[config.mk]
export PLATFORM = sky130hd
export DESIGN_NAME = prpg_sequencer
export DESIGN_NICKNAME = d
export VERILOG_FILES = /design/src/rtl/prpg_pkg.sv /design/src/rtl/prpg_decode.sv /design/src/rtl/prpg_sequencer.sv
export SDC_FILE = /design/constraint.sdc
export NUM_CORES = 1
export LEC_CHECK = 0
export CAP_MARGIN = 20
export CORE_UTILIZATION = 50
export DETAILED_ROUTE_END_ITERATION = 8
export PLACE_DENSITY = 0.85
export SETUP_SLACK_MARGIN = 0.4
export SLEW_MARGIN = 10
export SYNTH_ARGS = -nofsm -noshare
export SYNTH_HDL_FRONTEND = slang
export SYNTH_SLANG_ARGS = --single-unit
[constraint.sdc]
create_clock -name clk -period 7.2 [get_ports clk]
set_clock_uncertainty 0.2 [all_clocks]
set_input_delay 1.44 -clock clk [delete_from_list [all_inputs] [get_ports clk]]
set_output_delay 1.44 -clock clk [all_outputs]
set_load 0.05 [all_outputs]
[src/rtl/prpg_pkg.sv]
// Shared types for the PRPG sequencer: instruction fields, opcodes, FSM states
// and the decoded control vector.
package prpg_pkg;

  localparam int unsigned OPC_W   = 6;
  localparam int unsigned OPND_W  = 8;
  localparam int unsigned INSTR_W = OPC_W + OPND_W;
  localparam int unsigned TAP_W   = 7;
  localparam int unsigned DATA_W  = 8;
  localparam int unsigned HD_W    = 4;

  typedef enum logic [OPC_W-1:0] {
    OP_HALT  = 6'h00,
    OP_CFG   = 6'h01,
    OP_SEED  = 6'h02,
    OP_RUN   = 6'h03,
    OP_SETA  = 6'h04,
    OP_STORE = 6'h05,
    OP_ADDA  = 6'h06,
    OP_LOAD  = 6'h07,
    OP_STHD  = 6'h08,
    OP_BATCH = 6'h09
  } opcode_e;

  typedef enum logic [2:0] {
    S_IDLE,
    S_FETCH,
    S_EXEC,
    S_RUN,
    S_BATCH,
    S_LDWAIT,
    S_HALT
  } state_e;

  typedef struct packed {
    logic cfg;
    logic seed;
    logic run;
    logic seta;
    logic store;
    logic adda;
    logic load;
    logic sthd;
    logic batch;
    logic halt;
    logic illegal;
  } ctrl_t;

endpackage

[src/rtl/prpg_decode.sv]
// Combinational opcode decode into a one-hot control vector; every opcode
// outside the defined set is flagged illegal.
module prpg_decode
  import prpg_pkg::*;
(
  input  logic [OPC_W-1:0] opcode,
  output ctrl_t            ctrl
);

  always_comb begin
    ctrl = '0;
    case (opcode)
      OP_HALT:  ctrl.halt  = 1'b1;
      OP_CFG:   ctrl.cfg   = 1'b1;
      OP_SEED:  ctrl.seed  = 1'b1;
      OP_RUN:   ctrl.run   = 1'b1;
      OP_SETA:  ctrl.seta  = 1'b1;
      OP_STORE: ctrl.store = 1'b1;
      OP_ADDA:  ctrl.adda  = 1'b1;
      OP_LOAD:  ctrl.load  = 1'b1;
      OP_STHD:  ctrl.sthd  = 1'b1;
      OP_BATCH: ctrl.batch = 1'b1;
      default:  ctrl.illegal = 1'b1;
    endcase
  end

endmodule

[src/rtl/prpg_sequencer.sv]
// Microcoded sequencer driving an external LFSR core and pattern memory:
// fetches from an instruction ROM, executes one opcode per FETCH/EXEC pair.
module prpg_sequencer
  import prpg_pkg::*;
#(
  parameter int unsigned PC_W   = 6,
  parameter int unsigned ADDR_W = 8
) (
  input  logic               clk,
  input  logic               rst,
  input  logic               start,
  output logic [PC_W-1:0]    pc,
  input  logic [13:0]        instr,
  output logic               tap_we,
  output logic [6:0]         tap,
  output logic               p_load,
  output logic [7:0]         p_load_data,
  output logic               p_step,
  input  logic [7:0]         p_cur,
  input  logic [7:0]         p_next,
  input  logic [3:0]         hd,
  output logic               mem_we,
  output logic               mem_re,
  output logic [ADDR_W-1:0]  mem_addr,
  output logic [7:0]         mem_wdata,
  input  logic [7:0]         mem_rdata,
  output logic               busy,
  output logic               halted,
  output logic               illegal_op
);

  state_e              state, state_nx;
  logic [PC_W-1:0]     pc_nx;
  logic [INSTR_W-1:0]  ir, ir_nx;
  logic [ADDR_W-1:0]   r_addr, r_addr_nx;
  logic [OPND_W-1:0]   cnt, cnt_nx;
  logic                illegal_nx;
  logic [OPND_W-1:0]   operand;
  ctrl_t               ctrl;

  assign operand = ir[OPND_W-1:0];
  assign tap     = ir[TAP_W-1:0];

  prpg_decode u_decode (
    .opcode (ir[INSTR_W-1 -: OPC_W]),
    .ctrl   (ctrl)
  );

  always_ff @(posedge clk) begin
    if (rst) begin
      state      <= S_IDLE;
      pc         <= '0;
      ir         <= '0;
      r_addr     <= '0;
      cnt        <= '0;
      illegal_op <= 1'b0;
    end else begin
      state      <= state_nx;
      pc         <= pc_nx;
      ir         <= ir_nx;
      r_addr     <= r_addr_nx;
      cnt        <= cnt_nx;
      illegal_op <= illegal_nx;
    end
  end

  always_comb begin
    state_nx    = state;
    pc_nx       = pc;
    ir_nx       = ir;
    r_addr_nx   = r_addr;
    cnt_nx      = cnt;
    illegal_nx  = illegal_op;
    tap_we      = 1'b0;
    p_load      = 1'b0;
    p_load_data = operand;
    p_step      = 1'b0;
    mem_we      = 1'b0;
    mem_re      = 1'b0;
    mem_addr    = r_addr;
    mem_wdata   = '0;
    busy        = 1'b1;
    halted      = 1'b0;

    case (state)
      S_IDLE, S_HALT: begin
        busy   = 1'b0;
        halted = (state == S_HALT);
        if (start) begin
          state_nx   = S_FETCH;
          pc_nx      = '0;
          r_addr_nx  = '0;
          illegal_nx = 1'b0;
        end
      end

      S_FETCH: begin
        ir_nx    = instr;
        state_nx = S_EXEC;
      end

      S_EXEC: begin
        // Single-cycle ops fall through to the default advance; multi-cycle
        // ops and halts override pc/state below.
        state_nx = S_FETCH;
        pc_nx    = pc + PC_W'(1);
        if (ctrl.cfg) begin
          tap_we = 1'b1;
        end else if (ctrl.seed) begin
          p_load = 1'b1;
        end else if (ctrl.seta) begin
          r_addr_nx = ADDR_W'(operand);
        end else if (ctrl.store) begin
          mem_we    = 1'b1;
          mem_wdata = p_cur;
        end else if (ctrl.adda) begin
          r_addr_nx = r_addr + ADDR_W'(operand);
        end else if (ctrl.sthd) begin
          mem_we    = 1'b1;
          mem_wdata = {4'b0, hd};
        end else if (ctrl.run || ctrl.batch) begin
          if (operand != '0) begin
            state_nx = ctrl.run ? S_RUN : S_BATCH;
            pc_nx    = pc;
            cnt_nx   = operand;
          end
        end else if (ctrl.load) begin
          mem_re   = 1'b1;
          state_nx = S_LDWAIT;
          pc_nx    = pc;
        end else begin
          illegal_nx = ctrl.illegal ? 1'b1 : illegal_op;
          state_nx   = S_HALT;
          pc_nx      = pc;
        end
      end

      S_RUN, S_BATCH: begin
        p_step = 1'b1;
        cnt_nx = cnt - OPND_W'(1);
        if (state == S_BATCH) begin
          mem_we    = 1'b1;
          mem_wdata = p_next;
          r_addr_nx = r_addr + ADDR_W'(1);
        end
        if (cnt == OPND_W'(1)) begin
          state_nx = S_FETCH;
          pc_nx    = pc + PC_W'(1);
        end
      end

      S_LDWAIT: begin
        p_load      = 1'b1;
        p_load_data = mem_rdata;
        state_nx    = S_FETCH;
        pc_nx       = pc + PC_W'(1);
      end

      default: begin
        busy     = 1'b0;
        state_nx = S_IDLE;
      end
    endcase
  end

endmodule

==> run summary <==
The run finished with clean final reports. The most instantiated library cell after synthesis is nand2_1. The count of final hold-check violations is 0. The final critical delay including setup and external delays is 5.50 ns. The number of standard cells in the final layout excluding fillers is 525. Compared with the post-synthesis result, the final layout area differs by 34.6%. The vias after detailed routing is 3,050. The internal power is 0.000635 W. The number of enable flip-flop cells after synthesis came out at 0. After detailed routing, the number of vias per cell comes to 5.81. The number of antenna violations at the first check in global routing is 0. The count of pins over their slew limit is 0. In the synthesized netlist, the cells that appear most often are nand2_1 (56), dfxtp_1 (40), a21oi_1 (36). The worst setup path is launched from a flip-flop. The achievable clock frequency is 182 MHz.

The largest fanout on the critical path is 14. The remaining number of nets flagged by the antenna check after routing came out at 0. The final setup violation count came out at 0. The cell area after synthesis is 2840 um^2. Setup repair after global routing left no endpoint under its margin. The first global-routing pass estimated 12.8 mm of wire. The number of violations reported at the end of detailed-routing iteration 0 is 230. The post-cts hold buffer count is 0.

The detailed placer's ending HPWL came out at 5.69 mm. For the pin with the worst max-slew slack, the measured transition is 1.10 ns. The post-route clock period utilization came out at 76.4%. The synthesized flop and latch total is 40. The most instantiated flip-flop cell in the synthesis netlist is dfxtp_1.

The number of levels in the clock H-tree came out at 2. TritonCTS built the clock tree. 90 I/O pins were placed. The total detailed-routing wirelength came out at 7.86 mm. The buffer depth of the longest clock path came out at 2. The tightest slew margin relative to the limit is 26.1%. The number of remaining DRC errors is 0. At the worst endpoint, the required time is 5.56 ns.

The number of rows in the core area came out at 27. Dividing the detail-routed wire length by the instance count gives 15.0 um. The netlist uses 62 different library cells. OpenSTA, run right after detailed placement, puts the worst setup slack at 2.14 ns. The worst setup path is of the flip-flop to output pin kind.

STA classifies the critical path endpoint as an output pin. The number of cells upsized or downsized after cts came out at 0. The gate count after technology mapping came out at 375.

The count of input and output buffers came out at 89. The mean instance size in the synthesized netlist came out at 7.56 um^2. The placeable core area came out at 5470 um^2. The setup slack after layout is 1.70 ns. The share of the synthesized area in the top cell type is 28.2%. The number of antenna diodes is 0.

The share of the Yosys chip area taken by registers is 28.2%. The clock-pin transition on the worst setup and hold timing paths is 0.08 ns. The horizontal extent of the die came out at 77.3 um. For this design, the sink count on the clock tree is 40. The total die area came out at 5980 um^2. The vertical extent of the die is 77.3 um. The proportion of layout cells with a drive suffix above 1 is 7.73%. The via count of the first global-routing pass came out at 2,760. The share of power burned in registers is 28.5%. The share of flip-flops with an asynchronous set or reset after synthesis came out at 0%. The max-capacitance violation count is 0. The maximum VDD drop came out at 0.180 mV.

The number of cells on the worst reg-to-reg path is 7. The starting density of the core is 51.8%. Buffers added to address setup during post-CTS repair amount to 0. The post-synth net total came out at 432. Sorting the synthesized cells by area gives the leading types as dfxtp_1 (28%), nand2_1 (7.4%), a21oi_1 (6.4%), ha_1 (4.9%), nor2_1 (4.5%). The sum of negative setup slack came out at 0 ns. The static leakage came out at 1.41 nW.

For this run, the total global-route usage over all layers was measured as 26.6%. Clock tree synthesis selected as its root buffer the cell clkbuf_8. Entering global routing, the biggest net connects 36 pins.

The count of synthesis-stage warnings from yosys is 0. The synthesized design spends more area on one cell type than any other, namely dfxtp_1. Along the worst hold path, the cell count comes to 2. The worst hold path belongs to the class flip-flop to flip-flop. The power per cell area came out at 342 nW/um^2. The arrival time at the worst endpoint came out at 3.86 ns.

The net switching power figure came out at 0.000671 W. The worst slack on hold paths came out at 0.299 ns. The sum of overflow across all layers after global routing came out at 0.

The net count of the finished layout is 509. The number of optimization iterations in the first detailed-route pass is 5. The part of the total power dissipated in combinational logic is 59.8%.

The worst-skew pair later-pin latency came out at 0.30 ns. The portion of total power attributed to the clock network is 11.8%. Routability-driven placement finished with a final weighted congestion of 0.949. The switching part of the total is 51.4%. The number of instances in the placed design came out at 517. The total CTS buffers came out at 5.
path summary, 6_finish.rpt:
kind | from | end | slack, ns
setup / recovery | state[1] | mem_wdata[3] | 1.70
hold reg to reg | pc[1] | pc[1] | 0.30
hold / removal | pc[1] | pc[1] | 0.30
setup reg to reg | state[2] | cnt[5] | 4.02
worst max-delay path: stages, from the launching register on:
cell	delay, ns
dfxtp_1	0.59
inv_1	0.18
nor3_1	0.87
nand3_1	0.31
nor2_1	0.54
a22oi_1	0.18
nand2_1	0.10
clkdlybuf4s50_1	0.79
cells by family (layout without fill, tap and decap cells):
family	count (synthesis)	after routing	share of synthesized area, %
multiplexers	12	12	4.63
buffers and inverters	35	113	5.56
XOR/XNOR	6	6	1.85
AND/OR/NAND/NOR	163	163	29.0
adder cells (fa/ha/maj)	12	12	5.56
flip-flops	40	40	28.2
AO/OA/AOI/OAI	107	107	25.2
flip-flops by register name (all words and copies together) (netlist names):
signal / flops
cnt: 8
illegal_op: 1
ir: 14
mem_addr: 8
pc: 6
state: 3
area by class of cell:
| type | count | area (um^2) |
|---|---|---|
| Multi-Input combinational cell | 300 | 1880 |
| Tap cell | 72 | 90.1 |
| Fill cell | 492 | 1650 |
| Clock inverter | 3 | 18.8 |
| Timing Repair Buffer | 92 | 913 |
| Sequential cell | 40 | 801 |
| Inverter | 13 | 48.8 |
| Clock buffer | 5 | 68.8 |
power by group through the flow:
stage / clock network [W] / logic (W) / registers (W)
after detailed placement: 0 / 0.000772 / 0.000376
after global routing: 0.000162 / 0.000849 / 0.000383
final: 0.000153 / 0.000780 / 0.000372
after floorplan: 0 / 0.000575 / 0.000358
after global placement: 0 / 0.000755 / 0.000372
after CTS: 0.000154 / 0.000778 / 0.000371
per-stage QoR:
step	power [W]	cell area, um^2	utilization [%]
global route	0.00139	3820	69.8
floorplan	0.000933	2840	-
CTS	0.00130	3820	69.8
global placement	0.00113	3730	68.2
detailed placement	0.00115	3730	68.2
finish	0.00131	3820	69.8
per-layer routing:
metal  wire length (um)  GRT usage [%]  up-vias
li1                   -              -     1516
met4                153           10.4        0
met5                  0              0        -
met1               3410           32.9     1412
met3                382           3.69       17
met2               3910           46.2      105
placed cells by master (no fill, tap or decap), drive strengths merged, types with 6 or more instances in the layout:
master | netlist | final
nand3 | 12 | 12
o21ai | 21 | 21
ha | 11 | 11
nor3b | 6 | 6
nand2 | 56 | 56
inv | 12 | 12
and3 | 7 | 7
clkdlybuf4s50 | 0 | 89
a31oi | 6 | 6
mux2 | 9 | 9
dfxtp | 40 | 40
nor2b | 6 | 6
nor3 | 9 | 9
a21oi | 36 | 36
nor2 | 34 | 34
or3b | 6 | 6
Power figures use the tool's default switching activity.
